==> src/rtl/bpu_pkg.sv <==
// Shared types and constants for the branch-predictor update path.
// Latency: n/a (declarations only).
// Backpressure: n/a (declarations only).
package bpu_pkg;

  localparam int BPU_UPDATE_DEPTH = 8;
  localparam int BPU_LANES        = 2;

  // One resolved branch as buffered on its way to predictor training.
  typedef struct packed {
    logic [31:0] pc;
    logic        taken;
    logic        pred_taken;
  } bpu_update_t;

endpackage

==> src/rtl/bpu_update_fifo.sv <==
// 2-write/1-read circular buffer of resolved branches with count and pointers.
// Latency: an entry written at edge E is visible at rd_dat_o after E.
// Backpressure: wr_rdy_o = (count <= DEPTH-2); writes while not ready are ignored.
// Ports: clk/rst (sync, active-high); wr_en_i[1:0], wr0_dat_i, wr1_dat_i (lane 0 older);
//        rd_en_i pop request; rd_vld_o queue non-empty; rd_dat_o head entry.
// Macro BPU_PERF_CNT_EN: when undefined the pred_taken field is not stored.
module bpu_update_fifo
  import bpu_pkg::*;
#(
  parameter int DEPTH = BPU_UPDATE_DEPTH
) (
  input  logic                 clk,
  input  logic                 rst,
  input  logic [BPU_LANES-1:0] wr_en_i,
  input  bpu_update_t          wr0_dat_i,
  input  bpu_update_t          wr1_dat_i,
  output logic                 wr_rdy_o,
  input  logic                 rd_en_i,
  output logic                 rd_vld_o,
  output bpu_update_t          rd_dat_o
);

  localparam int AW = $clog2(DEPTH);
  localparam int CW = AW + 1;

  logic [31:0]          pc_mem    [DEPTH];
  logic                 taken_mem [DEPTH];
`ifdef BPU_PERF_CNT_EN
  logic                 pred_mem  [DEPTH];
`endif

  logic [AW-1:0]        wr_ptr_q, wr_ptr_d;
  logic [AW-1:0]        rd_ptr_q, rd_ptr_d;
  logic [CW-1:0]        count_q, count_d;
  logic [BPU_LANES-1:0] wr_acc;
  logic [AW-1:0]        wr1_idx;
  logic [CW-1:0]        push_n;
  logic                 pop;

  assign wr_rdy_o = (count_q <= CW'(DEPTH - 2));
  assign wr_acc   = wr_en_i & {BPU_LANES{wr_rdy_o}};
  assign rd_vld_o = (count_q != '0);
  assign pop      = rd_en_i & rd_vld_o;
  assign push_n   = CW'(wr_acc[0]) + CW'(wr_acc[1]);
  // Lane 1 packs directly behind lane 0 so a lone lane-1 write leaves no hole.
  assign wr1_idx  = wr_ptr_q + AW'(wr_acc[0]);

  // Power-of-two depth: pointer arithmetic wraps naturally at AW bits.
  always_comb begin
    wr_ptr_d = wr_ptr_q + AW'(push_n);
    rd_ptr_d = rd_ptr_q + AW'(pop);
    count_d  = count_q + push_n - CW'(pop);
  end

  always_ff @(posedge clk) begin
    if (rst) begin
      wr_ptr_q <= '0;
      rd_ptr_q <= '0;
      count_q  <= '0;
    end else begin
      wr_ptr_q <= wr_ptr_d;
      rd_ptr_q <= rd_ptr_d;
      count_q  <= count_d;
    end
  end

  always_ff @(posedge clk) begin
    if (wr_acc[0]) begin
      pc_mem[wr_ptr_q]    <= wr0_dat_i.pc;
      taken_mem[wr_ptr_q] <= wr0_dat_i.taken;
    end
    if (wr_acc[1]) begin
      pc_mem[wr1_idx]     <= wr1_dat_i.pc;
      taken_mem[wr1_idx]  <= wr1_dat_i.taken;
    end
  end

`ifdef BPU_PERF_CNT_EN
  always_ff @(posedge clk) begin
    if (wr_acc[0]) pred_mem[wr_ptr_q] <= wr0_dat_i.pred_taken;
    if (wr_acc[1]) pred_mem[wr1_idx]  <= wr1_dat_i.pred_taken;
  end
  assign rd_dat_o.pred_taken = pred_mem[rd_ptr_q];
`else
  logic unused_pred;
  assign unused_pred         = wr0_dat_i.pred_taken ^ wr1_dat_i.pred_taken;
  assign rd_dat_o.pred_taken = 1'b0;
`endif

  assign rd_dat_o.pc    = pc_mem[rd_ptr_q];
  assign rd_dat_o.taken = taken_mem[rd_ptr_q];

endmodule

==> src/rtl/bpu_update_queue.sv <==
// Buffers up to two resolved branches per cycle and replays them in order, one per cycle, to predictor training.
// Latency: branch accepted at edge E drives update_en=1 after edge E+1 (2 cycles on an empty queue).
// Backpressure: resolve_ready = (count <= DEPTH-2); lanes offered while not ready are ignored and must be held.
// Ports: clk, rst (sync, active-high); resolve_valid/pc/taken/pred_taken (2 lanes, pc lane i at [32*i +: 32]);
//        resolve_ready; update_en/pc_dispatch/taken_actual (registered); branch_cnt/mispredict_cnt.
// Macro BPU_PERF_CNT_EN: enables the two performance counters; otherwise they read 0.
module bpu_update_queue
  import bpu_pkg::*;
#(
  parameter int DEPTH = BPU_UPDATE_DEPTH
) (
  input  logic        clk,
  input  logic        rst,
  input  logic [1:0]  resolve_valid,
  input  logic [63:0] resolve_pc,
  input  logic [1:0]  resolve_taken,
  input  logic [1:0]  resolve_pred_taken,
  output logic        resolve_ready,
  output logic        update_en,
  output logic [31:0] pc_dispatch,
  output logic        taken_actual,
  output logic [31:0] mispredict_cnt,
  output logic [31:0] branch_cnt
);

  bpu_update_t wr0_dat, wr1_dat, rd_dat;
  logic        rd_vld;

  logic        update_en_q, update_en_d;
  logic [31:0] pc_q, pc_d;
  logic        taken_q, taken_d;

  assign wr0_dat = '{pc: resolve_pc[31:0],  taken: resolve_taken[0], pred_taken: resolve_pred_taken[0]};
  assign wr1_dat = '{pc: resolve_pc[63:32], taken: resolve_taken[1], pred_taken: resolve_pred_taken[1]};

  // The head is always popped when present: training never stalls.
  bpu_update_fifo #(.DEPTH(DEPTH)) u_fifo (
    .clk       (clk),
    .rst       (rst),
    .wr_en_i   (resolve_valid),
    .wr0_dat_i (wr0_dat),
    .wr1_dat_i (wr1_dat),
    .wr_rdy_o  (resolve_ready),
    .rd_en_i   (1'b1),
    .rd_vld_o  (rd_vld),
    .rd_dat_o  (rd_dat)
  );

  logic unused_rd_pred;
  assign unused_rd_pred = rd_dat.pred_taken;

  // PC and direction hold their last trained value while the queue is empty.
  always_comb begin
    update_en_d = rd_vld;
    pc_d        = pc_q;
    taken_d     = taken_q;
    if (rd_vld) begin
      pc_d    = rd_dat.pc;
      taken_d = rd_dat.taken;
    end
  end

  always_ff @(posedge clk) begin
    if (rst) begin
      update_en_q <= 1'b0;
      pc_q        <= '0;
      taken_q     <= 1'b0;
    end else begin
      update_en_q <= update_en_d;
      pc_q        <= pc_d;
      taken_q     <= taken_d;
    end
  end

  assign update_en    = update_en_q;
  assign pc_dispatch  = pc_q;
  assign taken_actual = taken_q;

`ifdef BPU_PERF_CNT_EN
  logic [1:0]  acc;
  logic [1:0]  mis;
  logic [31:0] branch_cnt_q, branch_cnt_d;
  logic [31:0] mispredict_cnt_q, mispredict_cnt_d;

  assign acc = resolve_valid & {2{resolve_ready}};
  assign mis = acc & (resolve_taken ^ resolve_pred_taken);

  always_comb begin
    branch_cnt_d     = branch_cnt_q + 32'(acc[0]) + 32'(acc[1]);
    mispredict_cnt_d = mispredict_cnt_q + 32'(mis[0]) + 32'(mis[1]);
  end

  always_ff @(posedge clk) begin
    if (rst) begin
      branch_cnt_q     <= '0;
      mispredict_cnt_q <= '0;
    end else begin
      branch_cnt_q     <= branch_cnt_d;
      mispredict_cnt_q <= mispredict_cnt_d;
    end
  end

  assign branch_cnt     = branch_cnt_q;
  assign mispredict_cnt = mispredict_cnt_q;
`else
  assign branch_cnt     = '0;
  assign mispredict_cnt = '0;
`endif

endmodule

==> config.mk <==
export PLATFORM = sky130hd
export DESIGN_NAME = bpu_update_queue
export DESIGN_NICKNAME = d
export VERILOG_FILES = /design/src/rtl/bpu_pkg.sv /design/src/rtl/bpu_update_fifo.sv /design/src/rtl/bpu_update_queue.sv
export SDC_FILE = /design/constraint.sdc
export NUM_CORES = 1
export LEC_CHECK = 0
export ABC_AREA = 1
export ABC_CLOCK_PERIOD_IN_PS = 8100
export BUFFER_PORTS_ARGS = -buffer_cell sky130_fd_sc_hd__buf_4
export CORE_UTILIZATION = 35
export DETAILED_ROUTE_END_ITERATION = 8
export GPL_TIMING_DRIVEN = 0
export PLACE_DENSITY = 0.59
export SLEW_MARGIN = 20
export SYNTH_ARGS = -nofsm -noshare
export SYNTH_HDL_FRONTEND = slang
export SYNTH_SLANG_ARGS = --single-unit
==> constraint.sdc <==
create_clock -name clk -period 8.1 [get_ports clk]
set_clock_uncertainty 0.2 [all_clocks]
set_input_delay 0.405 -clock clk [delete_from_list [all_inputs] [get_ports clk]]
set_output_delay 0.405 -clock clk [all_outputs]
set_load 0.1 [all_outputs]
## Yosys cells after proc, flatten, opt, wreduce, memory -nomap -nowiden

Memories as Yosys holds them, arrays and structs flattened. A register that Yosys moved wholly into a read port is not among the register bits.
Index checks and enable logic that the tools add are counted.

| operators by class | value |
|---|---|
| shift-type cells | 0 |
| reduce and logical (&&, ||, !) cells | 1 |
| equal/unequal tests | 0 |
| bitwise logic cells | 1 |
| multiplexer cells | 4 |
| $lt $le $gt $ge | 1 |
| multipliers | 0 |
| div/mod/pow operators | 0 |
| add/sub/neg operators | 6 |

Operators by type and width:

| kind | count |
|---|---|
| 3-bit by 1-bit adder with 3-bit output | 2 |
| 4-bit adder | 1 |
| 4-bit by 3-bit less-or-equal comparator with 1-bit output, second input constant | 1 |
| 1-bit two-way mux | 4 |
| 4-bit nonzero test | 1 |
| 4-bit by 1-bit subtractor with 4-bit output | 1 |
| 3-bit adder | 1 |
| 1-bit by 1-bit adder with 2-bit output | 1 |
| 2-bit bitwise AND | 1 |

| word-level totals | value |
|---|---|
| memory bits (read-only) | 0 |
| memories kept | 2 |
| output and inout port bits | 99 |
| input bits | 72 |
| bits in writable memories | 264 |
| flip-flop bits (word level) | 11 |
| logic and storage cells | 19 |
| bits in latches | 0 |

Memory list:

| memory | depth | bits a word | read ports | clocked after memory_dff | wr ports | line | text |
|---|---|---|---|---|---|---|---|
| u_fifo.pc_mem | 8 | 32 | 1 | 1 | 2 | bpu_update_fifo.sv:26 | `logic [31:0] pc_mem [DEPTH];` |
| u_fifo.taken_mem | 8 | 1 | 1 | 1 | 2 | bpu_update_fifo.sv:27 | `logic taken_mem [DEPTH];` |

## Logic depth before layout (Yosys ltp)

Gate-level depths: netlist of run 1.

| logic depth | value |
|---|---|
| depth after elaboration | 5 |
| mapped depth | 18 |
| mapped depth without buffers | 17 |

## By module

Synthesis of run 1 repeated with hierarchy kept, for this count alone.

| second synthesis, totals | value |
|---|---|
| cells, all modules | 2229 |
| area total of the unflattened synthesis | 17531.8 um^2 |

Modules (own cells, without submodules):

| module | cells an instance | seq. area each (um^2) | area each (um^2) | times used |
|---|---|---|---|---|
| bpu_update_fifo | 1951 | 8127.8 | 15672.5 | 1 |
| bpu_update_queue | 278 | 680.7 | 1859.3 | 1 |

## Worst setup path before layout of run 1

Ideal clock, no wire load.

| timing path | value |
|---|---|
| path kind | flip-flop to flip-flop |
| start point | reg u_fifo.count_q[3] |
| end point | mem u_fifo.pc_mem[6][0] (enable) |
| clock period less this slack | 3.472 ns |
| buffers on the path | 1 |
| path slack | 4.628 ns |
| setup time | 0.391 ns |
| data required time | 7.509 ns |
| data arrival time | 2.882 ns |
| stages on the path, launching flop included | 13 |
| cells stage by stage | dfxtp_1 -> inv_1 -> ha_1 -> nand2_1 -> o21ai_2 -> nor2_1 -> ha_1 -> ha_1 -> inv_1 -> nor2_4 -> nand3_2 -> buf_2 -> nand2_1 |

RTL lines:

| what | line | text |
|---|---|---|
| start, declared | bpu_update_fifo.sv:34 | `logic [CW-1:0] count_q, count_d;` |
| start signal, assigned | bpu_update_fifo.sv:63 | `count_q <= count_d;` |
| end, declared | bpu_update_fifo.sv:26 |  |

==> results of run 1 <==
per-stage QoR:
stage | instance area, um^2 | utilization
3_5_place_dp | 18100 | 0.396
6_report | 20100 | 0.439
3_3_place_gp | 17900 | 0.391
5_1_grt | 20100 | 0.439
4_1_cts | 20100 | 0.439
2_1_floorplan | 16600 | -
area by class of cell:
class                           instances  share of cell area
Antenna cell                            2            0.000249
Inverter                               89              0.0166
Tap cell                              600              0.0373
Clock buffer                           44              0.0463
Multi-Input combinational cell       1397               0.299
Clock inverter                         19             0.00747
Buffer                                206              0.0740
Sequential cell                       308               0.438
Timing Repair Buffer                  170              0.0813
power by group through the flow:
stage,Clock (W),Combinational (W),Sequential [W]
floorplan,0,0.00162,0.00272
global placement,0,0.00288,0.00232
detailed placement,0,0.00299,0.00231
CTS,0.00157,0.00304,0.00228
global route,0.00163,0.00330,0.00231
finish,0.00156,0.00305,0.00227
per-layer routing:
layer	GRT usage	part of all wire	vias up	routed length, um
li1	-	-	6695	-
met1	0.277	0.41	6457	21200
met2	0.360	0.47	578	24800
met3	0.0444	0.085	112	4430
met4	0.100	0.036	0	1870
met5	0	0	-	0
critical path, delay by kind of cell, from the launching register on:
family | cells | cell delay (ps)
and+or+nand+nor | 9 | 1720
adders and majority gates | 3 | 600
AOI/OAI and AO/OA | 1 | 110
DFF | 1 | 310
buffers and inverters | 4 | 1030
final timing paths:
path | from | to | slack (ps)
setup / recovery | u_fifo.count_q[3] | u_fifo.pc_mem[0][19] | 3870
hold / removal | rst | pc_dispatch[5] | 80
setup reg to reg | u_fifo.count_q[3] | u_fifo.pc_mem[0][19] | 3870
hold reg to reg | pc_dispatch[7] | pc_dispatch[7] | 250
state kept, by name (all words and copies together) (netlist names):
register          flops
u_fifo.pc_mem       256
taken_actual          1
u_fifo.taken_mem      8
u_fifo.wr_ptr_q       3
u_fifo.count_q        4
pc_dispatch          32
u_fifo.rd_ptr_q       3
update_en             1
cells by family after synthesis:
family	count (synthesis)	share of synthesized area
other	1	0.000229
AND/OR/NAND/NOR	1083	0.265
flip-flops	308	0.538
adder cells (fa/ha/maj)	15	0.0124
AO/OA/AOI/OAI	232	0.0722
XOR/XNOR	3	0.00160
buffers and inverters	295	0.111
Yosys cell counts:
cell type,count,area [um^2]
a21oi_1,3,15.0
buf_1,18,67.6
buf_2,32,160
buf_4,66,495
buf_6,57,642
clkbuf_1,33,124
clkinv_1,1,3.75
conb_1,1,3.75
dfxtp_1,44,881
edfxtp_1,264,7930
fa_1,2,40.0
ha_1,13,163
inv_1,86,323
inv_2,2,7.51
nand2_1,752,2820
nand2_2,8,50.1
nand2_4,1,11.3
nand3_1,118,591
nand3_2,5,50.1
nor2_1,191,717
nor2_2,1,6.26
nor2_4,6,67.6
nor2_8,1,20.0
o211ai_1,7,52.6
o21ai_0,161,806
o21ai_1,60,300
o21ai_2,1,8.76
xnor2_1,3,26.3
==> flow_metrics.py, run 1 <==
metrics = {
    "outcome": {
        "status": "finished clean",
    },
    "cts": {
        "cts.sinks": 308,
        "cts_hold_buf": 91,
        "cts_resized": 0,
        "htreeDepth": 2,
        "cts_buffers": 36,
        "cts_buffer_depth": 3,
        "root_buffer": "clkbuf_16",
        "cts_tree": "yes",
        "path_clk_slew_ps": 60,
        "cts_setup_buffers": 0,
        "insertion_delay_ps": 560,
    },
    "final_layout": {
        "multi_input_area_um2": 6010,
        "most-common-layout-cells": "nand2_1 (744), edfxtp_1 (264), nor2_1 (191), o21ai_0 (161), buf_4 (137)",
        "num-fill-cells": 4513,
        "seq_area_um2": 8810,
        "area_growth_pct": 22.8,
        "nets": 2295,
        "drive_gt1_frac": 0.139,
        "final_common_cell": "nand2_1",
        "stdcell_count": 2835,
    },
    "power": {
        "p_per_area_nw_per_um2": 342,
        "switching_share": 0.439,
        "p_leak_nw": 8.85,
        "irDropWorstVdd_uv": 159,
        "fin_total_pwr_w": 0.00688,
        "p_int_w": 0.00386,
        "clkPwrFrac": 0.227,
        "p_seq_frac": 0.330,
        "p_switching_w": 0.00302,
        "pwr-share-comb": 0.442,
    },
    "min_path": {
        "min_path_type": "input port to register",
        "min_path_cells": 4,
    },
    "sta": {
        "setup_ws_ps": 3870,
        "finalSetupViolCount": 0,
        "hold_viol": 0,
        "relSlewSlack": 0.435,
        "holdWs_ps": 78.2,
        "drv_slew": 0,
        "setup_tns_ps": 0,
        "post-route-min-period_ps": 4230,
        "fmax_mhz": 236,
        "worst_slew_pin_slew_ps": 847,
        "period_share": 0.522,
        "rsz0062_at_grt": "no",
    },
    "grt": {
        "grt_pass1_wl_um": 78000,
        "grt_max_degree": 22,
        "grt_usage": 0.220,
        "antenna_found_initial": 2,
        "grt_pass1_vias": 13100,
        "grt_overflow": 0,
    },
    "setup_path": {
        "startpoint_type": "register",
        "path_cells": "inv_1 > ha_1 > nand2_1 > nand2_1 > o21ai_2 > nor2_1 > ha_1 > ha_1 > inv_1 > nand2_2 > nand2_4 > nand2_2 > nor2_1 > nand2_1 > clkbuf_1 > nand2_2 > buf_16",
        "cp_max_fo": 19,
        "required_ps": 8200,
        "worstRegToRegCells": 17,
        "crit_path_top_delay_cell": "nand2_2",
        "critical_path_class": "register to register",
        "crit_path_max_incr_delay_ps": 590,
        "worstPathArrival_ps": 4330,
        "end_kind": "register",
    },
    "placement": {
        "hpwlAfterDp_um": 35000,
        "dp_cells": 2679,
        "numPortBuffers": 71,
        "gp_congestion": 0.846,
        "dp_slack_ps": 3890,
    },
    "detailed_routing": {
        "wl_per_cell_um": 18.4,
        "antenna_left": 0,
        "drc": 0,
        "drtPass1Iterations": 6,
        "drt_wl_total_um": 52300,
        "via_per_inst": 4.88,
        "drt_iter0_drc": 1535,
        "via_count": 13800,
    },
    "die": {
        "fp.coreArea_um2": 45800,
        "fp.dieW_um": 218,
        "rows": 78,
        "die_area_um2": 47700,
        "chipHeight_um": 218,
        "start_util": 0.358,
        "io-pin-count": 171,
    },
    "logic_synthesis": {
        "synthesis.instances": 1937,
        "yosys_warnings": 0,
        "ys_types": 28,
        "synth_seq_cells": 308,
        "syn_area_um2": 16400,
        "avgSynthCellArea_um2": 8.46,
        "seq_area_frac_synth": 0.538,
    },
    "run": {
        "cap_violations": 0,
    },
}
Note: power is estimated with default switching activity, not from simulation.
==> run 2, diff against run 1 <==
ABC_AREA = 0   (was 1)
ABC_CLOCK_PERIOD_IN_PS = 3600   (was 8100)
PLACE_DENSITY = 0.61   (was 0.59)
clock period = 3.6 ns   (was 8.1 ns; I/O delays follow)
==> run 2 against run 1 <==
  * Clock-buffer cell count increased by 12
  * Final cell count shrank 32%
  * Final area decreased by 1.8%
  * Critical endpoint is now u_fifo.pc_mem[7][21]
  * Total power up 120%
  * Synthesized cell count is 48% lower
  * Clock power is 120% higher
  * Sequential power rose by 130%
  * Via count fell by 29%
==> flow_metrics.py, run 2 <==
metrics = {
    "outcome": {
        "status": "finished clean",
    },
    "sta": {
        "fmax_mhz": 290,
        "holdWs_ps": 251,
        "setup_tns_ps": 0,
        "post-route-min-period_ps": 3440,
        "drv_slew": 0,
        "finalSetupViolCount": 0,
        "worst_slew_pin_slew_ps": 889,
        "relSlewSlack": 0.407,
        "period_share": 0.957,
        "hold_viol": 0,
        "rsz0062_at_grt": "no",
    },
    "logic_synthesis": {
        "ys_top_cells_by_count": "mux2_2 (282), edfxtp_1 (264), buf_4 (73), dfxtp_1 (44), mux2i_1 (44)",
        "synthTopCellsByArea": "edfxtp_1 (51%), mux2_2 (21%), dfxtp_1 (5.7%)",
        "yosys.area_share.adder": 0.0131,
        "synth_seq_cells": 308,
        "synth_top_area_share": 0.513,
        "synth-edff-count": 264,
        "synth_top_family_by_area": "multiplexers",
        "yosys_warnings": 0,
        "avgSynthCellArea_um2": 15.2,
        "synth-simple-area-share": 0.0352,
        "seq_area_frac_synth": 0.570,
        "synth_xor_area_frac": 0.00437,
        "ys_types": 41,
        "syn_area_um2": 15400,
        "ys.flop_type": "edfxtp_1",
        "yosysMostFrequentCell": "mux2_2",
        "synthesis.instances": 1016,
        "synth_mux_area_frac": 0.285,
        "async_flop_share": 0,
        "yosys.area.top_type": "edfxtp_1",
        "synth-compound-area-share": 0.0390,
    },
    "setup_path": {
        "required_ps": 3660,
        "end_kind": "register",
        "crit_path_top_delay_cell": "ha_2",
        "cp_max_fo": 10,
        "ff2ff_setup_slack_ps": 160,
        "worstPathArrival_ps": 3510,
        "reg2reg_from": "u_fifo.count_q[3]",
        "startpoint_type": "register",
        "worstRegToRegCells": 11,
        "critical_path_class": "register to register",
        "path_cells": "inv_1 > ha_1 > a21bo_2 > and3_4 > ha_1 > ha_2 > nand2_1 > nor3_4 > buf_4 > buf_4 > mux2_2",
        "rr_endpoint": "u_fifo.pc_mem[7][21]",
        "crit_path_max_incr_delay_ps": 450,
    },
    "power": {
        "p_seq_frac": 0.346,
        "fin_total_pwr_w": 0.0149,
        "p_per_area_nw_per_um2": 754,
        "switching_share": 0.382,
        "irDropWorstVdd_uv": 384,
        "clkPwrFrac": 0.226,
        "p_leak_nw": 7.19,
        "pwr-share-comb": 0.428,
        "p_int_w": 0.00921,
        "p_switching_w": 0.00570,
    },
    "final_layout": {
        "most-common-layout-cells": "mux2_2 (282), edfxtp_1 (264), buf_4 (203), dlygate4sd3_1 (69), conb_1 (64)",
        "regMostFlops": "u_fifo.pc_mem",
        "nets": 1416,
        "postLayoutCellArea_um2": 19800,
        "drive_gt1_frac": 0.458,
        "area_growth_pct": 27.9,
        "largest_reg_flops": 256,
        "final_common_cell": "mux2_2",
        "antenna_cells": 0,
    },
    "cts": {
        "root_buffer": "clkbuf_16",
        "insertion_delay_ps": 520,
        "cts_buffers": 35,
        "cts_buffer_depth": 3,
        "path_clk_slew_ps": 60,
        "cts_tree": "yes",
        "cts.sinks": 308,
        "htreeDepth": 2,
    },
    "detailed_routing": {
        "wl_per_cell_um": 22.6,
        "drtPass1Iterations": 5,
        "antenna_left": 0,
        "wl_met1_um": 19500,
        "drt_wl_total_um": 43800,
        "wl_met3_um": 2670,
        "drt_iter0_drc": 824,
        "wl_met2_um": 20600,
        "top_layer_used": "met4",
        "via_count": 9767,
        "drc": 0,
        "via_per_inst": 5.03,
    },
    "min_path": {
        "min_from": "pc_dispatch[1]",
        "whs_endpoint": "pc_dispatch[1]",
        "min_path_type": "register to register",
        "min_path_cells": 2,
    },
    "run": {
        "cap_violations": 0,
    },
    "grt": {
        "grt_pass1_vias": 9918,
        "grt_max_degree": 18,
        "grt_overflow": 0,
        "grt_usage": 0.196,
        "antenna_found_initial": 0,
        "grt_pass1_wl_um": 64000,
    },
    "die": {
        "fp.coreArea_um2": 43300,
        "io-pin-count": 171,
        "fp.dieW_um": 212,
        "chipHeight_um": 212,
        "rows": 76,
        "start_util": 0.357,
        "die_area_um2": 45000,
    },
    "placement": {
        "hpwlAfterDp_um": 27700,
        "place_area_um2": 17600,
        "gp_congestion": 0.734,
        "numPortBuffers": 103,
    },
}
==> run 2: logic make-up after synthesis <==
family	count (synthesis)
AOI/OAI and AO/OA	82
xor gates and xnor gates	6
adders and majority gates	15
buffers and inverters	134
DFF	308
muxes	369
other	1
and+or+nand+nor	101
==> run 2: worst max-delay path by stage <==
stage,slack (ps),end,start
after global placement,-1640,u_fifo.pc_mem[0][8],u_fifo.count_q[3]
after detailed placement,-660,u_fifo.pc_mem[1][8],u_fifo.count_q[3]
after global routing,20,u_fifo.pc_mem[7][21],u_fifo.count_q[3]
after floorplan,120,u_fifo.pc_mem[1][0],u_fifo.count_q[3]
final,160,u_fifo.pc_mem[7][21],u_fifo.count_q[3]
after CTS,-100,u_fifo.pc_mem[0][2],u_fifo.count_q[3]
==> run 2: power groups by stage <==
stage          sequential (W)  clock [W]  combinational [W]
2_1_floorplan         0.00613          0            0.00321
3_3_place_gp          0.00526          0            0.00566
3_5_place_dp          0.00524          0            0.00597
4_1_cts               0.00517    0.00342            0.00633
5_1_grt               0.00525    0.00354            0.00673
6_report              0.00516    0.00337            0.00637
==> run 2: final cells by class <==
| cell class | count | area [um^2] |
|---|---|---|
| plain buffers | 120 | 792 |
| clock buffers | 56 | 997 |
| clock inverters | 7 | 52.6 |
| fillers | 3885 | 23500 |
| inverters | 12 | 45.0 |
| multi-input cells | 638 | 6250 |
| flip-flops and latches | 308 | 8810 |
| well taps | 585 | 732 |
| repair buffers | 214 | 2080 |
==> run 2: metrics by stage <==
stage / utilization / std cells / setup WS (ps)
floorplan: - / 1079 / 119
global placement: 0.398 / 1767 / -1640
detailed placement: 0.407 / 1782 / -664
CTS: 0.455 / 1937 / -101
global route: 0.457 / 1940 / 19.4
finish: 0.457 / 1940 / 156
==> run 2: repair_timing <==
| action | CTS | global route |
|---|---|---|
| setup buffers | 23 | 4 |
| hold endpoints to repair | 270 | 0 |
| setup endpoints to repair | 420 | 365 |
| gates cloned | 1 | 0 |
| resized for setup | 17 | 12 |
| hold buffers | 69 | 0 |
| pin swaps | 8 | 1 |
==> run 2: metal layers <==
metal / vias up / global-route usage
li1: 4438 / -
met1: 4908 / 0.269
met2: 353 / 0.319
met3: 68 / 0.0306
met4: 0 / 0.0607
met5: - / 0
==> run 2: worst max-delay path, delay by kind of cell (launching register included) <==
kind,cells,cell delay [ps]
AO/OA/AOI/OAI,1,250
adder cells (fa/ha/maj),3,830
buffers and inverters,3,520
flip-flops,1,320
multiplexers,1,370
AND/OR/NAND/NOR,3,680
